**src/rtl/if_fetch_pkg.sv**
```systemverilog
`default_nettype none
// ============================================================================
//  Module      : if_fetch_pkg
//  Description : Shared types and constants for the instruction-fetch stage.
//  Revision    : 1.0 - initial release
// ============================================================================
package if_fetch_pkg;

  localparam int unsigned InstAddrW = 32;
  localparam int unsigned InstW     = 32;

  typedef logic [InstAddrW-1:0] inst_addr_t;
  typedef logic [InstW-1:0]     inst_t;

  localparam inst_t      ZeroWord    = 32'h0000_0000;
  localparam inst_addr_t ResetVector = 32'h0000_0000;

  localparam logic Stop   = 1'b1;
  localparam logic NoStop = 1'b0;

  typedef enum logic [0:0] {
    FetchState = 1'b0,
    HoldState  = 1'b1
  } fetch_state_e;

  function automatic inst_addr_t seq_pc(input inst_addr_t pc);
    return pc + 32'd4;
  endfunction

endpackage
`default_nettype wire

```
**src/rtl/if_fetch.sv**
```systemverilog
`default_nettype none
// ============================================================================
//  Module      : if_fetch
//  Description : MIPS IF stage - owns the PC, fetches over a req/ack bus and
//                handles stalls, delayed branches and flush redirects.
//  Revision    : 1.0 - initial release
// ============================================================================
module if_fetch
  import if_fetch_pkg::*;
#(
  parameter inst_addr_t RESET_PC = ResetVector
) (
  input  logic             clk_i,
  input  logic             rst_ni,
  input  logic [5:0]       stall_i,
  input  logic             branch_flag_i,
  input  logic [31:0]      branch_target_i,
  input  logic             flush_i,
  input  logic [31:0]      new_pc_i,
  output logic             inst_req_o,
  output logic [31:0]      inst_addr_o,
  input  logic             inst_ack_i,
  input  logic [31:0]      inst_rdata_i,
  output logic [31:0]      if_pc_o,
  output logic [31:0]      if_inst_o,
  output logic             stallreq_if_o
);

  fetch_state_e state_q, state_d;
  inst_addr_t   pc_q, pc_d;
  inst_addr_t   br_tgt_q, br_tgt_d;
  inst_addr_t   kill_tgt_q, kill_tgt_d;
  inst_t        buf_q, buf_d;
  logic         br_pend_q, br_pend_d;
  logic         kill_q, kill_d;
  logic         run_q;

  logic         w_in_fetch;
  logic         w_req;
  logic         w_ack;
  logic         w_good;
  logic         w_go;
  logic         w_pend_eff;
  inst_addr_t   w_tgt_eff;
  inst_addr_t   w_next_pc;
  logic         w_unused_stall;

  // run_q keeps the bus idle until the first edge after reset release.
  assign w_in_fetch = (state_q == FetchState);
  assign w_req      = run_q & w_in_fetch;
  assign w_ack      = w_req & inst_ack_i;
  assign w_good     = w_ack & ~kill_q;
  assign w_go       = (stall_i[0] == NoStop);

  // A branch arriving in the same cycle as the delay slot completes steers
  // the very next fetch, so the pending state is merged with the live pulse.
  assign w_pend_eff = br_pend_q | branch_flag_i;
  assign w_tgt_eff  = branch_flag_i ? branch_target_i : br_tgt_q;
  assign w_next_pc  = w_pend_eff ? w_tgt_eff : seq_pc(pc_q);

  assign w_unused_stall = ^stall_i[5:1];

  always_comb begin
    state_d    = state_q;
    pc_d       = pc_q;
    buf_d      = buf_q;
    br_pend_d  = br_pend_q;
    br_tgt_d   = br_tgt_q;
    kill_d     = kill_q;
    kill_tgt_d = kill_tgt_q;
    if (run_q) begin
      if (flush_i) begin
        br_pend_d = 1'b0;
        if (w_in_fetch && !w_ack) begin
          kill_d     = 1'b1;
          kill_tgt_d = new_pc_i;
        end else begin
          pc_d    = new_pc_i;
          state_d = FetchState;
          kill_d  = 1'b0;
        end
      end else begin
        br_pend_d = w_pend_eff;
        br_tgt_d  = w_tgt_eff;
        if (w_in_fetch) begin
          if (w_ack && kill_q) begin
            pc_d   = kill_tgt_q;
            kill_d = 1'b0;
          end else if (w_good && w_go) begin
            pc_d      = w_next_pc;
            br_pend_d = 1'b0;
          end else if (w_good) begin
            buf_d   = inst_rdata_i;
            state_d = HoldState;
          end
        end else if (w_go) begin
          pc_d      = w_next_pc;
          br_pend_d = 1'b0;
          state_d   = FetchState;
        end
      end
    end
  end

  always_ff @(posedge clk_i or negedge rst_ni) begin
    if (!rst_ni) begin
      state_q    <= FetchState;
      pc_q       <= RESET_PC;
      buf_q      <= ZeroWord;
      br_pend_q  <= 1'b0;
      br_tgt_q   <= RESET_PC;
      kill_q     <= 1'b0;
      kill_tgt_q <= RESET_PC;
      run_q      <= 1'b0;
    end else begin
      state_q    <= state_d;
      pc_q       <= pc_d;
      buf_q      <= buf_d;
      br_pend_q  <= br_pend_d;
      br_tgt_q   <= br_tgt_d;
      kill_q     <= kill_d;
      kill_tgt_q <= kill_tgt_d;
      run_q      <= 1'b1;
    end
  end

  assign inst_req_o    = w_req;
  assign inst_addr_o   = pc_q;
  assign if_pc_o       = pc_q;
  assign if_inst_o     = w_in_fetch ? (w_good ? inst_rdata_i : ZeroWord) : buf_q;
  assign stallreq_if_o = w_req & ~w_good;

endmodule
`default_nettype wire

```
**config.mk**
```make
export PLATFORM = sky130hd
export DESIGN_NAME = if_fetch
export DESIGN_NICKNAME = d
export VERILOG_FILES = /design/src/rtl/if_fetch_pkg.sv /design/src/rtl/if_fetch.sv
export SDC_FILE = /design/constraint.sdc
export NUM_CORES = 1
export LEC_CHECK = 0
export BUFFER_PORTS_ARGS = -buffer_cell sky130_fd_sc_hd__buf_2
export CAP_MARGIN = 30
export CORE_UTILIZATION = 25
export CTS_CLUSTER_DIAMETER = 120
export CTS_CLUSTER_SIZE = 10
export DETAILED_ROUTE_END_ITERATION = 7
export REMOVE_ABC_BUFFERS = 1
export SKIP_LAST_GASP = 1
export SYNTH_ARGS = -nofsm -noshare
export SYNTH_HDL_FRONTEND = slang
export SYNTH_SLANG_ARGS = --single-unit
```
**constraint.sdc**
```tcl
create_clock -name clk_i -period 2.45 [get_ports clk_i]
set_clock_uncertainty 0.15 [all_clocks]
set_input_delay 0 -clock clk_i [delete_from_list [all_inputs] [get_ports clk_i]]
set_output_delay 0 -clock clk_i [all_outputs]
set_load 0.005 [all_outputs]
```
==> Yosys cells after proc, flatten, opt, wreduce, memory -nomap -nowiden <==
Index checks and enable logic that the tools add are counted.
{ "totals": {"ff_bits": 132, "input_bits": 107, "output_inout_bits": 98, "wordCells": 62} }
{ "op_classes": {"addsub": 1, "n_eq_ne": 3, "muxes": 26, "bitwise": 12, "n_reduce_logical": 12} }
{ "op_table": {"columns": ["cell", "n"], "rows": [
  ["32-bit two-way mux", 10],
  ["32-bit by 3-bit adder with 32-bit output (second input constant)", 1],
  ["1-bit two-way mux", 16],
  ["1-bit inverter", 7],
  ["3-bit AND reduction", 2],
  ["6-bit AND reduction", 1],
  ["1-bit AND", 4],
  ["2-bit != test (second input constant)", 2],
  ["2-bit AND reduction", 2],
  ["4-bit AND reduction", 1],
  ["4-bit nonzero test", 1],
  ["1-bit logical AND", 3],
  ["3-bit != test (second input constant)", 1],
  ["2-bit nonzero test", 1],
  ["1-bit logical NOT", 1],
  ["1-bit bitwise OR", 1]
]} }

==> Longest topological paths before layout <==
{ "depth": {"depth_word": 9, "mapped_depth": 8, "ltp_nobuf": 6} }

==> Worst setup path before layout <==
No wires, ideal clock.
{ "synth_timing": {"kind": "register to register", "start": "register pc_q[2], in the netlist if_pc_o[2]", "end": "register pc_q[18], in the netlist if_pc_o[18]", "t_arrival_ns": 1.689, "slack_ns": 0.477, "path_stages_with_launch": 7, "n_path_buf": 0, "period_less_slack_ns": 1.973, "cell_sequence": "dfrtp_1 -> ha_1 -> nand2_1 -> or3_1 -> o311a_1 -> a21oi_1 -> a311oi_1"} }
{ "synth_via": {"elab_chain_len": 6, "word_cells_on_any_way": 7} }
{ "synth_lines": {"columns": ["item", "line", "text"], "rows": [
  ["from (decl)", "if_fetch.sv:30", "inst_addr_t pc_q, pc_d;"],
  ["from (signal assigned)", "if_fetch.sv:117", "pc_q <= pc_d;"],
  ["32-bit by 3-bit adder with 32-bit output *", "if_fetch_pkg.sv:27", "return pc + 32'd4;"],
  ["32-bit two-way mux *", "if_fetch.sv:59", "assign w_next_pc = w_pend_eff ? w_tgt_eff : seq_pc(pc_q);"],
  ["32-bit two-way mux", "if_fetch.sv:89", "end else if (w_good && w_go) begin"],
  ["32-bit two-way mux", "if_fetch.sv:86", "if (w_ack && kill_q) begin"],
  ["32-bit two-way mux *", "if_fetch.sv:85", "if (w_in_fetch) begin"],
  ["32-bit two-way mux *", "if_fetch.sv:72", "if (flush_i) begin"]
]} }
Every way passes the cells marked *; elsewhere a longest branch is shown, timed or not. The select of a mux whose other input is x is not followed.
A chain may end at the register's enable or synchronous reset.

==> Worst setup path after layout <==
Same ends and word-level chain as after synthesis.

==> key figures <==
Synth
  • Synth Warn #: 0
  • Synth Instances: 711
  • Adder-Cell Fraction of Synth Area: 0.00167
  • Largest cells by area after synthesis: dfrtp_1 44%, mux2_2 8.9%, mux2_4 6.0%
  • Mapped Area: 7490 um^2
  • Proportion of synthesized area in mux cells: 0.170
  • Simple-Gate Fraction of Synth Area: 0.118
  • Yosys top cell area share: 0.441
  • Main combinational cell family by area after synthesis: compound AO/OA/AOI/OAI gates
  • Area leader, netlist: dfrtp_1
  • Sequential share of the synthesized area: 0.441
  • EDFF count, synth: 0
  • Synth async-reset ratio: 1.00
  • Post-synth top flop: dfrtp_1
  • Syn avg cell area: 10.5 um^2
  • Complex-gate fraction of the synthesized area: 0.188
  • Synth Area in XOR/XNOR: 0.0105
  • Yosys reg bits: 132
  • Unique masters post-synth: 72

STA
  • Count of final max-slew check failures: 0
  • Hold slack final: 0.200 ns
  • Setup violators final: 0
  • Worst-margin pin slew: 0.572 ns
  • Final hold vios: 0
  • Fmax: 468 MHz
  • Setup TNS: 0 ns
  • Final WS setup: 0.313 ns
  • Crit path time final: 2.14 ns
  • Slew headroom: 0.619
  • RSZ-0062 raised after global routing: false
  • Crit share post-route: 0.872

Worst setup path
  • Critical path data required time: 2.59 ns
  • Crit-path max cell delay: 0.48 ns
  • CP endpoint kind: flop
  • CP cell instances: ha_1 -> nand2_1 -> or3_1 -> o311a_1 -> a21oi_1 -> a311oi_1
  • Slowest cell on the critical path: or3_1
  • Critical path class: flop to flop
  • Startpoint Class: flop
  • Critical-path maximum fanout: 5
  • CP arrival: 2.28 ns

Pwr
  • Power, Total: 7.84 mW
  • Static Leak: 4.72 nW
  • PwrDens: 745 nW/um^2
  • Peak VDD IR: 0.359 mV
  • Clock share of power: 0.342
  • Sequential share of power: 0.401
  • Gate power share: 0.257
  • Sw frac: 0.293
  • Pint: 5.54 mW
  • NetSw: 2.30 mW

CTS
  • Clock transition at path regs: 0.06 ns
  • Post-CTS Setup Inserts: 0
  • Hold Buf Count CTS: 104
  • TritonCTS buffer count: 17
  • Number of H-tree levels: 4
  • Post_cts resized: 0
  • Root Driver: clkbuf_16
  • Worst skew pair latency: 0.42 ns
  • CTS tree: done
  • Clk buf depth: 2
  • Clock Sinks: 132

Routing
  • WL/cell: 17.4 um
  • DRT iter0 DRCs: 414
  • Routed Antenna Nets: 0
  • Drt drc: 0
  • Drt pass-1 iters: 5
  • Drt via density: 4.90
  • Final wirelength: 24,100 um
  • Via count: 6,806

Floorplan
  • Die Height: 175 um
  • Die X-Extent: 175 um
  • Row count: 62
  • Core box area: 29,100 um^2
  • Total Die Area: 30,600 um^2
  • Starting Density: 0.257
  • Io pins: 205

Final layout
  • Core Util, Final: 0.362
  • Layout cells sized above 1: 0.372
  • Syn-to-layout area delta: 40.6%
  • Final #Nets: 1,098
  • Commonest cells after routing, fill and taps aside: 198 x buf_2, 132 x dfrtp_1, 103 x dlygate4sd3_1
  • Filler cells: 2,905
  • Commonest non-fill, non-tap cell in the layout: buf_2

Placement
  • Port-buffer cells: 199
  • Routability congestion estimate from global placement: 0.788
  • Pre-CTS WS: 0.361 ns
  • Final HPWL from detailed placement: 16,600 um

Worst hold path
  • Worst hold path class: primary input to flop

Job
  • Max-cap violation count: 0

Outcome
  • Status: finished, final reports clean

Global route
  • Largest net degree at the start of global routing: 58
  • First-pass GRT wire length: 38,000 um
  • Gr usage total: 0.158
  • Total gr overflow: 0
  • Vias in the first global route: 6,794
  • Antenna violations before repair: 4
==> sequential cells by signal, indices dropped and copies added (netlist names) <==
name        count
kill_tgt_q     32
if_pc_o        32
buf_q          32
br_pend_q       1
kill_q          1
run_q           1
state_q         1
br_tgt_q       32
==> power by group through the flow <==
stage	clock network, mW	logic [mW]	registers (mW)
detailed placement	0	1.87	3.17
finish	2.68	2.01	3.15
global route	2.82	2.22	3.23
global placement	0	1.84	3.16
floorplan	0	1.01	3.10
CTS	2.73	2.02	3.15
==> per-layer routing <==
layer	vias to the layer above	global-route usage	wire, um	part of all wire
met5	-	0	13	0.00054
met4	2	0.0471	468	0.019
met3	40	0.0337	1140	0.047
met2	205	0.261	11500	0.48
met1	3361	0.208	11000	0.45
li1	3198	-	-	-
==> synth_stat cells (all sizes together) (3+ instances only) <==
cell and number:
xnor2 5, mux2i 9, nand3 20, dfrtp 132
nand2b 8, clkbuf 25, and4 6, nor3 21
a31o 3, a22o 32, o21a 3, nor4 3
o21ai 42, a221oi 9, o221ai 8, or3 3
nand4 11, mux2 95, nor2 26, o31ai 3
nand2 47, and3 11, a31oi 10, xor2 4
a21oi 30, o22ai 10, buf 61, a21o 3
o21bai 3, a2bb2oi 4, a211oi 14, and2 8
o211ai 6, inv 6
==> stage by stage <==
| stage | area (um^2) | cells |
|---|---|---|
| after CTS | 10500 | 1387 |
| after global placement | 8850 | 1251 |
| after global routing | 10500 | 1390 |
| final | 10500 | 1390 |
| after detailed placement | 8850 | 1251 |
| after floorplan | 6990 | 625 |
==> cell families after synthesis <==
logic type,count (synthesis)
other cells,1
mux,104
fa+ha+maj,1
xor+xnor,9
flops,132
compound gates,200
simple gates,171
buf+inv,93
==> layout make-up <==
class / count / area (um^2) / share of cell area
multi-input combinational: 486 / 3680 / 0.349
timing repair buffer: 346 / 2420 / 0.230
clock inverter: 10 / 155 / 0.0147
antenna: 3 / 7.51 / 0.000713
tap: 384 / 480 / 0.0456
sequential: 132 / 3300 / 0.314
clock buffer: 22 / 454 / 0.0431
inverter: 7 / 26.3 / 0.00250
==> critical path, delay by kind of cell (launching register included) <==
family	cells	cell delay [ns]
fa+ha+maj	1	0.22
compound gates	3	0.64
simple gates	2	0.63
flops	1	0.36
==> path summary, 6_finish.rpt <==
kind / end / depth (start not counted) / startpoint / slack, ns
max: if_pc_o[18]$_DFFE_PN0P_ / 6 / if_pc_o[2]$_DFFE_PN0P_ / 0.31
min: buf_q[29]$_DFFE_PN0P_ / 3 / inst_rdata_i[29] / 0.20
max reg2reg: if_pc_o[18]$_DFFE_PN0P_ / 6 / if_pc_o[2]$_DFFE_PN0P_ / 0.31
min reg2reg: br_tgt_q[16]$_DFFE_PN0P_ / 2 / br_tgt_q[16]$_DFFE_PN0P_ / 0.33
max in group asynchronous: buf_q[19]$_DFFE_PN0P_ / 4 / rst_ni / 1.28
min in group asynchronous: buf_q[20]$_DFFE_PN0P_ / 4 / rst_ni / 0.49
(Power assumes the default switching activity.)
